## config.mk

```make
export PLATFORM = sky130hd
export DESIGN_NAME = serial_word_feeder_32_bit
export DESIGN_NICKNAME = d
export VERILOG_FILES = /design/src/rtl/serial_feeder_pkg.sv /design/src/rtl/serial_word_feeder_32_bit.sv
export SDC_FILE = /design/constraint.sdc
export NUM_CORES = 1
export LEC_CHECK = 0
export ABC_AREA = 1
export CORE_ASPECT_RATIO = 1.1
export CORE_UTILIZATION = 50
export DETAILED_ROUTE_END_ITERATION = 8
export MAX_ROUTING_LAYER = met4
export PLACE_DENSITY = 0.76
export RECOVER_POWER = 50
export SYNTH_ARGS = -nofsm -noshare
export SYNTH_HDL_FRONTEND = slang
export SYNTH_SLANG_ARGS = --single-unit
```

## constraint.sdc

```tcl
create_clock -name Clk_In -period 1.5 [get_ports Clk_In]
set_input_delay 0.3 -clock Clk_In [delete_from_list [all_inputs] [get_ports Clk_In]]
set_output_delay 0.3 -clock Clk_In [all_outputs]
set_load 0.005 [all_outputs]
```

## src/rtl/serial_feeder_pkg.sv

```systemverilog
// Shared types and defaults for the serial word feeder.
package serial_feeder_pkg;

  localparam int DEFAULT_DATA_WIDTH = 32;

  typedef enum logic [1:0] {
    IDLE  = 2'd0,
    SHIFT = 2'd1,
    GAP   = 2'd2
  } feeder_state_e;

endpackage

```

## src/rtl/serial_word_feeder_32_bit.sv

```systemverilog
// Parallel-to-serial feeder: one-word holding buffer behind a valid/ready port,
// serialised into a bit plus shift strobe for a downstream SISO shift register.
// DATA_WIDTH must be at least 2.
module serial_word_feeder_32_bit
  import serial_feeder_pkg::*;
#(
  parameter int DATA_WIDTH = DEFAULT_DATA_WIDTH,
  parameter int MSB_FIRST  = 1,
  parameter int GAP_CYCLES = 0
) (
  input  logic                  Clk_In,
  input  logic                  Reset_In,
  input  logic                  Enable_In,
  input  logic [DATA_WIDTH-1:0] Word_Data_In,
  input  logic                  Word_Valid_In,
  output logic                  Word_Ready_Out,
  output logic                  Serial_Data_Out,
  output logic                  Shift_Data_Signal_Out,
  output logic                  Word_Done_Out,
  output logic                  Busy_Out
);

  localparam int CNT_W = $clog2(DATA_WIDTH);
  localparam int GAP_W = (GAP_CYCLES > 1) ? $clog2(GAP_CYCLES) : 1;
  localparam logic [CNT_W-1:0] BIT_LAST = CNT_W'(DATA_WIDTH - 1);
  localparam logic [GAP_W-1:0] GAP_LAST = GAP_W'((GAP_CYCLES > 0) ? GAP_CYCLES - 1 : 0);

  feeder_state_e         state_q, state_d;
  logic [DATA_WIDTH-1:0] hold_q, hold_d;
  logic                  hold_valid_q, hold_valid_d;
  logic [DATA_WIDTH-1:0] shift_q, shift_d;
  logic [DATA_WIDTH-1:0] shift_adv;
  logic [CNT_W-1:0]      count_q, count_d;
  logic [GAP_W-1:0]      gap_q, gap_d;
  logic                  load;

  // Handshake and status outputs; the strobe and done pulse are gated by the enable
  assign Word_Ready_Out        = ~hold_valid_q;
  assign Serial_Data_Out       = (MSB_FIRST != 0) ? shift_q[DATA_WIDTH-1] : shift_q[0];
  assign Shift_Data_Signal_Out = (state_q == SHIFT) & Enable_In;
  assign Word_Done_Out         = Shift_Data_Signal_Out & (count_q == BIT_LAST);
  assign Busy_Out              = (state_q != IDLE) | hold_valid_q;

  // Shift word advanced by one bit toward the output end
  always_comb begin
    if (MSB_FIRST != 0) begin
      shift_adv = {shift_q[DATA_WIDTH-2:0], 1'b0};
    end else begin
      shift_adv = {1'b0, shift_q[DATA_WIDTH-1:1]};
    end
  end

  // Next-state logic: buffer fill ignores enable, everything else advances only when enabled
  always_comb begin
    state_d      = state_q;
    hold_d       = hold_q;
    hold_valid_d = hold_valid_q;
    shift_d      = shift_q;
    count_d      = count_q;
    gap_d        = gap_q;
    load         = 1'b0;

    if (Word_Valid_In && !hold_valid_q) begin
      hold_d       = Word_Data_In;
      hold_valid_d = 1'b1;
    end

    if (Enable_In) begin
      case (state_q)
        IDLE: begin
          if (hold_valid_q) begin
            load = 1'b1;
          end
        end
        SHIFT: begin
          if (count_q == BIT_LAST) begin
            if (GAP_CYCLES > 0) begin
              state_d = GAP;
              gap_d   = '0;
            end else if (hold_valid_q) begin
              load = 1'b1;
            end else begin
              state_d = IDLE;
            end
          end else begin
            count_d = count_q + CNT_W'(1);
            shift_d = shift_adv;
          end
        end
        GAP: begin
          if (gap_q == GAP_LAST) begin
            if (hold_valid_q) begin
              load = 1'b1;
            end else begin
              state_d = IDLE;
            end
          end else begin
            gap_d = gap_q + GAP_W'(1);
          end
        end
        default: state_d = IDLE;
      endcase
    end

    if (load) begin
      state_d      = SHIFT;
      shift_d      = hold_q;
      count_d      = '0;
      hold_valid_d = 1'b0;
    end
  end

  // State registers; reset discards both the in-flight and the buffered word
  always_ff @(posedge Clk_In or negedge Reset_In) begin
    if (!Reset_In) begin
      state_q      <= IDLE;
      hold_q       <= '0;
      hold_valid_q <= 1'b0;
      shift_q      <= '0;
      count_q      <= '0;
      gap_q        <= '0;
    end else begin
      state_q      <= state_d;
      hold_q       <= hold_d;
      hold_valid_q <= hold_valid_d;
      shift_q      <= shift_d;
      count_q      <= count_d;
      gap_q        <= gap_d;
    end
  end

endmodule

```

==> results <==
- The library cell occupying the most area in the post-synthesis netlist is sky130_fd_sc_hd__dfrtp_1.
- The first global-routing pass estimated 12.8 mm of wire.
- For the worst flop-to-flop path, the logic depth is 12.
- The clock insertion delay at the later pin of the skew report is 370 ps.
- The total clock sinks is 71.
- The total power consumption of the routed design is 0.00707 W.
- By startpoint and endpoint, the worst setup path is classified as register to register.
- The final-report max-slew violation count is 0.
- The setup slack of the most critical reg-to-reg path is -380 ps.
- Leaving out fill and tap cells, the most frequent cell in the layout is sky130_fd_sc_hd__dfrtp_1.
- For the worst setup path, the data required time is 1740 ps.
- The filler cells instantiated in the layout total 390.
- The post-route netlist has 28.6% of its cells at a drive strength greater than 1.
- The TritonCTS clock tree is yes.
- The number of nets handed over by synthesis was 425.
- The detailed-route wire length is 8.87 mm.
- The effective utilization at floorplan is 52.2%.
- The sum of routed wire segments on met1 is 3.40 mm.
- The worst-case clock buffer depth is 2.
- The growth of design area from synthesis to finish is 45.0%.
- The gate count of the mapped netlist is 387.
- The post-detailed-route count of antenna-violating nets is 0.
- The arrival time of data at the critical path endpoint is 2130 ps.
- Traced cell by cell, the critical path runs through ha_4, nand2_4, nor2_4, ha_2, inv_2, buf_6, nand2_8, nand2_8, buf_6, nand2_1, nand3_2, o21ai_1.
- The highest layer touched by signal routing is met4.
- The highest net fanout along the worst path is 7.
- The final reports fail on setup timing.
- The met3 routed wirelength is 413 um.
- Summed over all failing endpoints, the final setup total negative slack is -10970 ps.
- The startpoint identified for the worst register-to-register timing path is count_q[0]$_DFFE_PN0P_.
- Headroom to the max-slew limit came out at 41.5%.
- Entering global routing, the biggest net connects 72 pins.
- The quantity of I/O buffers inserted on ports is 40.
- In the layout the commonest cells are sky130_fd_sc_hd__dfrtp_1 (71), sky130_fd_sc_hd__inv_1 (65), sky130_fd_sc_hd__nand3_1 (45), sky130_fd_sc_hd__clkdlybuf4s50_1 (34), sky130_fd_sc_hd__nor2_1 (32).
- The top-level port count is 41.
- By area the synthesized netlist is led by sky130_fd_sc_hd__dfrtp_1 (55%), sky130_fd_sc_hd__nand3_1 (10%), sky130_fd_sc_hd__inv_1 (8.0%).
- Counting tap cells, the placed design contains a total of 508 instances.
- Once detailed placement completed, the half-perimeter wirelength came to 4.20 mm.
- In the final routed layout, each cell accounts on average for 16.3 um.
- The worst-case IR drop observed on VDD is 0.000910 V.
- The height of the die is 86.6 um.
- The initial antenna violation count was 0.
- The routed design uses 4.67 mm of met2 wire.
- For the pin with the worst max-slew slack, the measured transition is 878 ps.
- The die covers 6840 um^2.
- After synthesis the netlist holds a flip-flop and latch count of 71.
- The highest clock rate is 0.532 GHz.
- The maximum cell stage delay along the critical path is 440 ps.
- The count of different cell masters after synthesis is 20.
- The final instance count without filler cells is 545.
- Along the worst hold path, the cell count comes to 2.
- Routability-driven placement finished with a final weighted congestion of 0.777.
- The synthesized netlist occupies a cell area of 3250 um^2.
- In this run the most critical hold path is launched from shift_q[31]$_DFFE_PN0P_.
- The core region is 6230 um^2.
- The worst clock skew is 20.9 ps.
- The minimum clock period after layout is 1880 ps.
- The post-route clock period utilization is 125%.
- In this run the biggest area consumer among cell types represents 54.6% of the synthesized area.
- Among all stages on the critical path, the largest delay is contributed by sky130_fd_sc_hd__dfrtp_1.
- The path class of the tightest hold or removal check is register to register.
- The number of nets at the end of the flow is 498.
- The number of antenna diodes is 0.
- The fraction of the yosys area taken by sequential cells is 54.6%.
- The path with the worst hold slack has its endpoint at shift_q[31]$_DFFE_PN0P_.
- Setup slack on the critical path of the routed design comes to -381 ps.
- The routed via count divided by cell count is 5.29.
- The length of the first detailed-routing pass in iterations is 5.
- The final hold violation count is 0.
- The placement row count is 30.
- The via count of the first global-routing pass is 2769.
- The detailed router's first-iteration violation count is 203.
- The total global routing overflow is 0.
- The mean area per synthesized cell is 8.41 um^2.
- The flow ran to the end, but the final reports show violations.
- Clock tree synthesis inserted a total of 9 buffers.
- The number of vias after detailed routing is 2881.
- The analysis attributes to cell leakage a power of 2.33 nW.
- Yosys printed 0 warnings.
- The worst register-to-register path ends at shift_q[19]$_DFFE_PN0P_.
- For this run, design rule violations remaining after detail routing come to 0.
- The final number of setup-violating endpoints is 40.
- The clock-pin transition on the worst setup and hold timing paths is 100 ps.
- STA classifies the critical path startpoint as a register.
- The all-layer global routing usage is 25.6%.
- Setup repair after global routing could not meet its margin everywhere.
- The power per cell area is 1500 nW/um^2.
- The total of max-cap violations is 0.
- CTS placed an instance of sky130_fd_sc_hd__clkbuf_8 at the clock tree root.
- STA classifies the critical path endpoint as a register.
- The horizontal die dimension is 78.9 um.
- The deepest level of the CTS H-tree is 3.
==> where the power goes <==
part | switching (W) | leakage (nW) | internal (W)
registers | 0.000242 | 0.846 | 0.00254
logic | 0.00137 | 1.36 | 0.00101
clock network | 0.000766 | 0.122 | 0.00114
total | 0.00238 | 2.33 | 0.00469
==> what timing repair did <==
item	CTS	global route
endpoints found under the setup margin	44	41
gates resized for setup	62	67
pin swaps	9	10
setup buffers	13	3
hold endpoints to repair	71	0
cloned	4	4
hold buffers	1	0
==> registers in the layout, indices dropped and copies added (netlist names) <==
signal and count:
hold_q 32, state_q 1, hold_valid_q 1, count_q 5, shift_q 32
==> metrics by stage <==
step | setup WS [ps] | utilization [%] | instance area [um^2] | hold WS [ps]
after floorplan | -42.9 | - | 3270 | 4.41
after global placement | -259 | 61.6 | 3840 | 352
after detailed placement | -282 | 61.6 | 3840 | 352
after CTS | -254 | 71.4 | 4450 | 491
after global routing | -431 | 75.7 | 4720 | 529
final | -381 | 75.7 | 4720 | 502
==> worst max-delay path: cells and delay by family (launching register included) <==
kind,cells,cell delay (ps)
compound gates,1,80
flops,1,440
buf+inv,3,340
simple gates,6,490
fa+ha+maj,2,380
==> synthesized netlist by cell type <==
cell type	number
sky130_fd_sc_hd__a21oi_1	31
sky130_fd_sc_hd__buf_2	11
sky130_fd_sc_hd__buf_4	4
sky130_fd_sc_hd__buf_6	6
sky130_fd_sc_hd__clkbuf_1	1
sky130_fd_sc_hd__dfrtp_1	71
sky130_fd_sc_hd__ha_1	2
sky130_fd_sc_hd__inv_1	69
sky130_fd_sc_hd__inv_2	1
sky130_fd_sc_hd__mux2i_1	1
sky130_fd_sc_hd__nand2_1	47
sky130_fd_sc_hd__nand2_2	4
sky130_fd_sc_hd__nand2_4	1
sky130_fd_sc_hd__nand3_1	68
sky130_fd_sc_hd__nand4_1	2
sky130_fd_sc_hd__nor2_1	33
sky130_fd_sc_hd__o211ai_1	1
sky130_fd_sc_hd__o21ai_0	20
sky130_fd_sc_hd__o21ai_1	13
sky130_fd_sc_hd__or2_2	1
==> per-layer routing <==
metal	vias to the layer above	global-route usage, %
met5	-	-
met4	0	15.4
met3	26	4.21
met2	99	42.3
met1	1381	29.2
li1	1375	-
==> how the worst max path moves through the flow <==
stage,depth (start not counted),startpoint,to,slack (ps)
after floorplan,11,count_q[0]$_DFFE_PN0P_,shift_q[10]$_DFFE_PN0P_,-40
after global placement,7,count_q[1]$_DFFE_PN0P_,Word_Done_Out,-260
after detailed placement,7,count_q[0]$_DFFE_PN0P_,Word_Done_Out,-280
after CTS,7,count_q[1]$_DFFE_PN0P_,Word_Done_Out,-250
after global routing,12,count_q[1]$_DFFE_PN0P_,shift_q[19]$_DFFE_PN0P_,-430
final,12,count_q[0]$_DFFE_PN0P_,shift_q[19]$_DFFE_PN0P_,-380
==> cells by family after synthesis <==
kind of cell    after synthesis  share of synthesized area (%)
compound gates               65                           10.1
fa+ha+maj                     2                          0.769
buf+inv                      92                           12.9
flops                        71                           54.6
mux                           1                          0.308
simple gates                156                           21.4
==> layout make-up <==
type / count / area [um^2] / share of cell area, %
clock buffer: 10 / 138 / 2.92
clock inverter: 6 / 108 / 2.28
inverter: 70 / 270 / 5.73
multi-input combinational: 225 / 1400 / 29.6
sequential: 71 / 1780 / 37.6
tap: 80 / 100 / 2.12
timing repair buffer: 83 / 930 / 19.7
(Power assumes the default switching activity.)
